### config.mk
export PLATFORM = sky130hd
export DESIGN_NAME = regfile_wb_arbiter
export DESIGN_NICKNAME = d
export VERILOG_FILES = /design/src/rtl/regfile_wb_arbiter.sv
export SDC_FILE = /design/constraint.sdc
export NUM_CORES = 1
export LEC_CHECK = 0
export CORE_AREA = 5 5 123 125
export DETAILED_ROUTE_END_ITERATION = 8
export DIE_AREA = 0 0 128 130
export PLACE_DENSITY = 0.7
export SLEW_MARGIN = 20
export SYNTH_ARGS = -nofsm -noshare
export SYNTH_HDL_FRONTEND = slang
export SYNTH_SLANG_ARGS = --single-unit
### constraint.sdc
create_clock -name clk -period 6.1 [get_ports clk]
set_input_delay 0.61 -clock clk [delete_from_list [all_inputs] [get_ports clk]]
set_output_delay 0.61 -clock clk [all_outputs]
set_load 0.05 [all_outputs]
### src/rtl/regfile_wb_arbiter.sv
// Write-back arbiter and pending-register scoreboard for the 32x32 register file.
// Optional build macro WB_BYPASS_EN masks busy for a register whose write is accepted this cycle.
module regfile_wb_arbiter #(
    parameter int DATA_W     = 32,
    parameter int ADDR_W     = 5,
    parameter int STARVE_MAX = 3
) (
    input  logic              clk,
    input  logic              rst_n,
    input  logic              alu_valid,
    output logic              alu_ready,
    input  logic [ADDR_W-1:0] alu_reg,
    input  logic [DATA_W-1:0] alu_data,
    input  logic              mem_valid,
    output logic              mem_ready,
    input  logic [ADDR_W-1:0] mem_reg,
    input  logic [DATA_W-1:0] mem_data,
    input  logic              issue_valid,
    input  logic [ADDR_W-1:0] issue_reg,
    input  logic [ADDR_W-1:0] rs_addr,
    input  logic [ADDR_W-1:0] rt_addr,
    output logic              rs_busy,
    output logic              rt_busy,
    output logic              wr_en,
    output logic [ADDR_W-1:0] wr_reg,
    output logic [DATA_W-1:0] wr_data,
    output logic [ADDR_W:0]   pending_cnt
);

    localparam int NREG = 2 ** ADDR_W;
    localparam logic [3:0] STARVE_LIM = 4'(STARVE_MAX);

    typedef enum logic {
        PRI_MEM = 1'b0,
        PRI_ALU = 1'b1
    } arb_state_e;

    arb_state_e        state_q, state_d;
    logic [3:0]        starve_q, starve_d;
    logic [NREG-1:0]   pending_q, pending_d;
    logic [ADDR_W:0]   pending_cnt_q, pending_cnt_d;
    logic              wr_en_q;
    logic [ADDR_W-1:0] wr_reg_q;
    logic [DATA_W-1:0] wr_data_q;

    logic              accept;
    logic [ADDR_W-1:0] acc_reg;
    logic [DATA_W-1:0] acc_data;

    // State register (arbiter state and starvation counter)
    always_ff @(posedge clk or negedge rst_n) begin
        if (!rst_n) begin
            state_q  <= PRI_MEM;
            starve_q <= '0;
        end else begin
            state_q  <= state_d;
            starve_q <= starve_d;
        end
    end

    // Next-state logic
    always_comb begin
        state_d  = state_q;
        starve_d = '0;
        if (alu_valid && !alu_ready)
            starve_d = (starve_q == 4'hF) ? starve_q : starve_q + 4'd1;
        case (state_q)
            PRI_MEM: if (starve_d == STARVE_LIM) state_d = PRI_ALU;
            PRI_ALU: if (alu_ready)              state_d = PRI_MEM;
            default: state_d = PRI_MEM;
        endcase
    end

    // Output logic: grants are held off entirely while reset is asserted
    always_comb begin
        alu_ready = 1'b0;
        mem_ready = 1'b0;
        if (rst_n) begin
            if (state_q == PRI_ALU) begin
                alu_ready = alu_valid;
                mem_ready = mem_valid && !alu_valid;
            end else begin
                mem_ready = mem_valid;
                alu_ready = alu_valid && !mem_valid;
            end
        end
    end

    assign accept   = alu_ready || mem_ready;
    assign acc_reg  = alu_ready ? alu_reg  : mem_reg;
    assign acc_data = alu_ready ? alu_data : mem_data;

    // Set is applied after clear so a newer producer keeps the bit pending
    always_comb begin
        pending_d = pending_q;
        if (accept)
            pending_d[acc_reg] = 1'b0;
        if (issue_valid)
            pending_d[issue_reg] = 1'b1;
        pending_d[0] = 1'b0;
        pending_cnt_d = '0;
        for (int i = 1; i < NREG; i++)
            pending_cnt_d = pending_cnt_d + (ADDR_W+1)'(pending_d[i]);
    end

    always_ff @(posedge clk or negedge rst_n) begin
        if (!rst_n) begin
            pending_q     <= '0;
            pending_cnt_q <= '0;
            wr_en_q       <= 1'b0;
            wr_reg_q      <= '0;
            wr_data_q     <= '0;
        end else begin
            pending_q     <= pending_d;
            pending_cnt_q <= pending_cnt_d;
            wr_en_q       <= accept && (acc_reg != '0);
            if (accept) begin
                wr_reg_q  <= acc_reg;
                wr_data_q <= acc_data;
            end
        end
    end

    assign wr_en       = wr_en_q;
    assign wr_reg      = wr_reg_q;
    assign wr_data     = wr_data_q;
    assign pending_cnt = pending_cnt_q;

`ifdef WB_BYPASS_EN
    assign rs_busy = pending_q[rs_addr] && !(accept && (acc_reg == rs_addr));
    assign rt_busy = pending_q[rt_addr] && !(accept && (acc_reg == rt_addr));
`else
    assign rs_busy = pending_q[rs_addr];
    assign rt_busy = pending_q[rt_addr];
`endif

endmodule

Yosys cells after proc, flatten, opt, wreduce, memory -nomap -nowiden
Index checks and enable logic that the tools add are counted.

word-level totals
  flip-flop bits (word level) = 80
  bits of input ports = 94
  output and inout port bits = 48
  word-level logic and storage cells = 82

operators by class
  bitwise logic cells = 4
  reductions and logical operators = 11
  $add $sub $neg = 31
  muxes and demuxes = 21
  equality and inequality tests = 2
  order comparisons = 6

operator list
  operator               count
  $add A6 B1 Y6          25
  $mux W32               3
  $and A32 B32 Y32       1
  $not A32 Y32           1
  $or A32 B32 Y32        1
  $lt A5 B6 Y1 const B   4
  $bmux W1 S5            2
  $demux W1 S5           2
  $ge A5 B1 Y1 const B   2
  $mux W1                10
  $mux W4                2
  $add A5 B1 Y6          1
  $logic_and A1 B1 Y1    6
  $add A4 B1 Y5          1
  $mux W5                1
  $reduce_bool A5 Y1     1
  $add A3 B1 Y4          1
  $add A4 B1 Y4 const B  1
  $eq A4 B2 Y1 const B   1
  $eq A4 B4 Y1 const B   1
  $add A2 B1 Y3          1
  $logic_not A1 Y1       3
  $add A1 B1 Y2          1
  $pmux W1 S2            1
  other kinds (2)        2

Depth between registers and ports, before layout
  depth after elaboration = 44
  depth in mapped cells = 22
  mapped depth without buffers = 20

Worst setup path after synthesis
No wires, ideal clock.

  path kind = input port to flip-flop
  from = input port mem_valid
  to = register pending_cnt_q[4], in the netlist pending_cnt[4]
  arrival = 5.904 ns
  path slack = 0.116 ns
  required time = 6.020 ns
  cell stages on the path = 19
  path buffers = 2
  library setup time = 0.080 ns
  path through = nand2b_1 > buf_2 > a311o_1 > a21oi_2 > buf_4 > o21ai_0 > fa_1 > inv_1 > fa_1 > fa_1 > inv_1 > fa_1 > fa_1 > fa_1 > fa_1 > fa_1 > a21o_1 > a21oi_1 > xnor2_1

on the way
  elaborated cells on any way between the ends = 49
  classes of those cells = add/sub (30); order compare (2); mux (9); bitwise (3); reduce/logical (5)

RTL lines
  what                                                                RTL line  text
  start: declaration                                                  14        input logic mem_valid,
  $logic_not A1 Y1                                                    84        alu_ready = alu_valid && !mem_valid;
  $logic_and A1 B1 Y1                                                 84
  $mux W1                                                             79        if (state_q == PRI_ALU) begin
  $mux W1                                                             78        if (rst_n) begin
  $mux W5                                                             90        assign acc_reg = alu_ready ? alu_reg : mem_reg;
  $lt A5 B6 Y1 (implied by the code) or $ge A5 B1 Y1 (tied branches)  97        pending_d[acc_reg] = 1'b0;
  $logic_and A1 B1 Y1 (implied by the code)                           97
  $mux W1 (implied by the code)                                       97
  [2 not listed]                                                      -
  $and A32 B32 Y32 (no line)                                          -
  $mux W32 (*)                                                        96        if (accept)
  $or A32 B32 Y32 (no line)                                           -
  $mux W32 (*)                                                        98        if (issue_valid)
  net pending_d[6]                                                    40        logic [NREG-1:0] pending_q, pending_d;
  $add A5 B1 Y6 (*)                                                   103       pending_cnt_d = pending_cnt_d + (ADDR_W+1)'(pending_d[i]);
  $add A6 B1 Y6 (*) (25 in series)                                    103
  net pending_cnt_d[4]                                                41        logic [ADDR_W:0] pending_cnt_q, pending_cnt_d;
  end signal: assignment                                              115       pending_cnt_q <= pending_cnt_d;
  end: declaration                                                    41

The timed path passes the listed nets; every way through them passes the cells marked *.
A chain may end at the register's enable or synchronous reset.

Worst setup path in the final report
  from = input port issue_reg[3]
  to = register pending_cnt_q[4], in the netlist pending_cnt[4]

on the way
  word-level cells in the longest chain between the ends = 36
  elaborated cells on any way between the ends = 37
  classes of those cells = add/sub (30); order compare (2); mux (3); bitwise (1); reduce/logical (1)

ends and longest elaborated chain
  what                                                                RTL line  text
  start: declaration                                                  19        input logic [ADDR_W-1:0] issue_reg,
  $lt A5 B6 Y1 (implied by the code) or $ge A5 B1 Y1 (tied branches)  99        pending_d[issue_reg] = 1'b1;
  $logic_and A1 B1 Y1 (implied by the code)                           99
  $mux W1 (implied by the code)                                       99
  $demux W1 S5 (*)                                                    99
  $or A32 B32 Y32 (no line) (*)                                       -
  $mux W32 (*)                                                        98
  $add A1 B1 Y2                                                       103
  $add A2 B1 Y3                                                       103
  $add A3 B1 Y4                                                       103
  $add A4 B1 Y5                                                       103
  $add A5 B1 Y6                                                       103
  $add A6 B1 Y6 (24 in series)                                        103
  $add A6 B1 Y6 (*)                                                   103
  net pending_cnt_d[4]                                                41

Marks and branches as above.

==> flow_summary.yaml <==
placement:
  place_ws_ns: -0.594
  dpl.cell_count: 947
  gp_congestion: 0.988
  placed_cell_area_sq_mm: 0.00761
  dp_hpwl_um: 14100
  port_buffers: 141
cells_and_area:
  finalInstanceArea_sq_mm: 0.00811
  nets: 913
  largest_reg_flops: 32
  diodes: 0
  nFillCells: 1177
  syn2layout_area_growth_pct: 48.5
  final_cell_count_no_fill: 971
  drive_gt1_frac: 0.182
synthesis:
  synth-edff-count: 0
  syn_avg_cell_area_sq_um: 9.49
  synth_seq_cells: 80
  async_flop_share: 1.00
  syn_nets: 700
  synth_cell_type_count: 47
  synth_cells: 575
  ys_seq_area_frac: 0.367
  syn_area_sq_mm: 0.00546
  ys_warn_count: 0
  synth-main-ff-cell: "dfrtp_1"
sta:
  setup_ws_ns: 0.192
  worst-slew-pin-transition_ns: 0.800
  finalClockSkew_ns: 0.00823
  setup_viol: 0
  rsz0062_at_grt: "false"
  finalHoldViolations: 0
  drv_slew: 0
  hold_slack_ns: 0.262
  max_freq_mhz: 169
  min_period_ns: 5.91
  period_share: 0.969
  slew_headroom: 0.466
critical_path:
  criticalPathCategory: "input port to flip-flop"
  r2r_start: "state_q"
  critPathMaxFanout: 6
  startpoint: "issue_reg[3]"
  worstPathRequired_ns: 6.36
  cp-end-kind: "flip-flop"
  crit_arrival_ns: 6.17
  worstSetupStartpointType: "input port"
job:
  maxCapViolations: 0
pwr:
  total_power_uw: 1730
  vdd_drop_max_uv: 136
  p_per_area_mw_per_mm2: 214
  p_leak_uw: 0.00407
routing:
  first_iter_violations: 489
  dr_total_vias: 5296
  ant_nets: 0
  wirelength_um: 17600
  wl_per_cell_um: 18.1
  drt_pass1_iterations: 5
  drc: 0
  vias_per_cell: 5.45
global_routing:
  grt_max_degree: 64
  overflow: 0
  grt_pass1_wl_um: 27700
  grtUsageTotal: 0.213
  antenna_found_initial: 0
  grt_pass1_vias: 5254
die:
  die_y_um: 130
  num_rows: 43
  initial_core_util: 0.396
  dieWidth_um: 128
  coreArea_sq_mm: 0.0138
  die_area_sq_mm: 0.0166
  top_level_ports: 142
clock_tree:
  clkTransAtPathRegs_ns: 0.06
  cts_num_sinks: 80
  clockBufferDepth: 2
  numCtsBuffers: 9
  cts_root_buffer: "clkbuf_16"
  insertion_delay_ns: 0.34
  cts_tree: "yes"
  cts_max_level: 3
outcome:
  status: "complete, no violations"
min_path:
  hp-class: "input port to async pin"
through the flow:
step	setup TNS [ns]	util
detailed placement	-1.87	0.552
finish	0	0.589
floorplan	0	-
global placement	-1.35	0.552
CTS	0	0.578
global route	0	0.589
worst paths after layout:
check / endpoint / slack (ns) / cells past startpoint
worst min register to register: wr_reg[0] / 0.48 / 2
worst max register to register: pending_cnt[4] / 0.29 / 17
max in group asynchronous: wr_reg[2] / 5.05 / 2
min in group clk: wr_reg[0] / 0.48 / 2
worst min-delay path: pending_q[2] / 0.26 / 2
worst max-delay path: pending_cnt[4] / 0.19 / 16
worst max-delay path: stages:
cell and delay, ns:
clkdlybuf4s50_1 0.55, nor3_1 0.43, nand2_1 0.14, o211a_1 0.17
fa_1 0.51, fa_1 0.52, fa_1 0.53, inv_1 0.05
fa_1 0.46, fa_1 0.57, fa_1 0.45, fa_2 0.37
fa_2 0.35, a21o_1 0.19, a21oi_2 0.14, xnor2_1 0.13
cell usage after synthesis (6+ instances only):
master | count | area share
mux4_2 | 6 | 0.025
and3b_1 | 6 | 0.0096
o211a_1 | 16 | 0.029
nand2_1 | 65 | 0.045
clkbuf_1 | 16 | 0.011
nand3_1 | 28 | 0.026
fa_1 | 23 | 0.084
a32oi_1 | 12 | 0.019
inv_1 | 61 | 0.042
o21ai_0 | 47 | 0.043
a21oi_1 | 8 | 0.0073
nand4_1 | 13 | 0.015
buf_2 | 10 | 0.0092
nor2b_1 | 9 | 0.010
o211ai_1 | 21 | 0.029
o311ai_1 | 6 | 0.0096
dfrtp_1 | 80 | 0.37
nor2_1 | 17 | 0.012
mux2i_1 | 51 | 0.094
ha_1 | 8 | 0.018
nor3b_1 | 7 | 0.0096
where the power goes:
part           internal (uW)  switching [uW]
Combinational            250             354
Clock                    311             208
Sequential               580            29.2
Total                   1140             591
cell type report:
type	instances	area (sq um)	share of cell area
clock buffer	10	229	0.0282
clock inverter	4	47.5	0.00587
inverter	62	233	0.0287
multi-input combinational	397	3180	0.392
sequential	80	2000	0.247
tap	180	225	0.0278
timing repair buffer	238	2190	0.270
cell usage in the layout, fill, tap and decap left out, drive strengths merged, types with 2 or more instances in the layout:
cell type	Yosys	routed
nand4	13	13
clkdlybuf4s50	0	127
a211oi	3	3
mux2i	51	51
nor3b	7	7
o2111ai	4	4
xnor2	4	4
mux4	6	6
nor3	3	3
a31oi	5	5
o311ai	6	6
dlymetal6s2s	0	11
a311o	5	5
clkbuf	16	10
a21oi	10	10
nand3	28	28
clkinv	0	2
o211ai	21	21
and3b	6	6
inv	62	62
a22oi	5	5
nor2	17	17
o21ai	51	51
nor2b	9	9
a21o	2	2
nand2	65	65
buf	20	98
fa	23	23
dfrtp	80	80
a32oi	12	12
nand2b	5	5
o211a	16	16
ha	8	8
per-layer routing:
| layer | global-route usage | vias up | routed length (um) |
|---|---|---|---|
| met2 | 0.357 | 245 | 8420 |
| met5 | 0 | - | 0 |
| met1 | 0.266 | 2518 | 7120 |
| li1 | - | 2494 | - |
| met4 | 0.0936 | 0 | 648 |
| met3 | 0.0438 | 39 | 1410 |
logic make-up after synthesis:
logic type,Yosys count,share of synthesized area
adder cells (fa/ha/maj),31,0.103
flip-flops,80,0.367
multiplexers,57,0.118
buffers and inverters,98,0.0731
AO/OA/AOI/OAI,146,0.190
XOR/XNOR,5,0.00802
AND/OR/NAND/NOR,158,0.141
repair_timing:
action                                  CTS  global route
pin swaps                                14            22
hold buffers                              0             0
buffers inserted                          2             8
endpoints found under the setup margin    3             4
resized for setup                        20            25
Note: power is estimated with default switching activity, not from simulation.
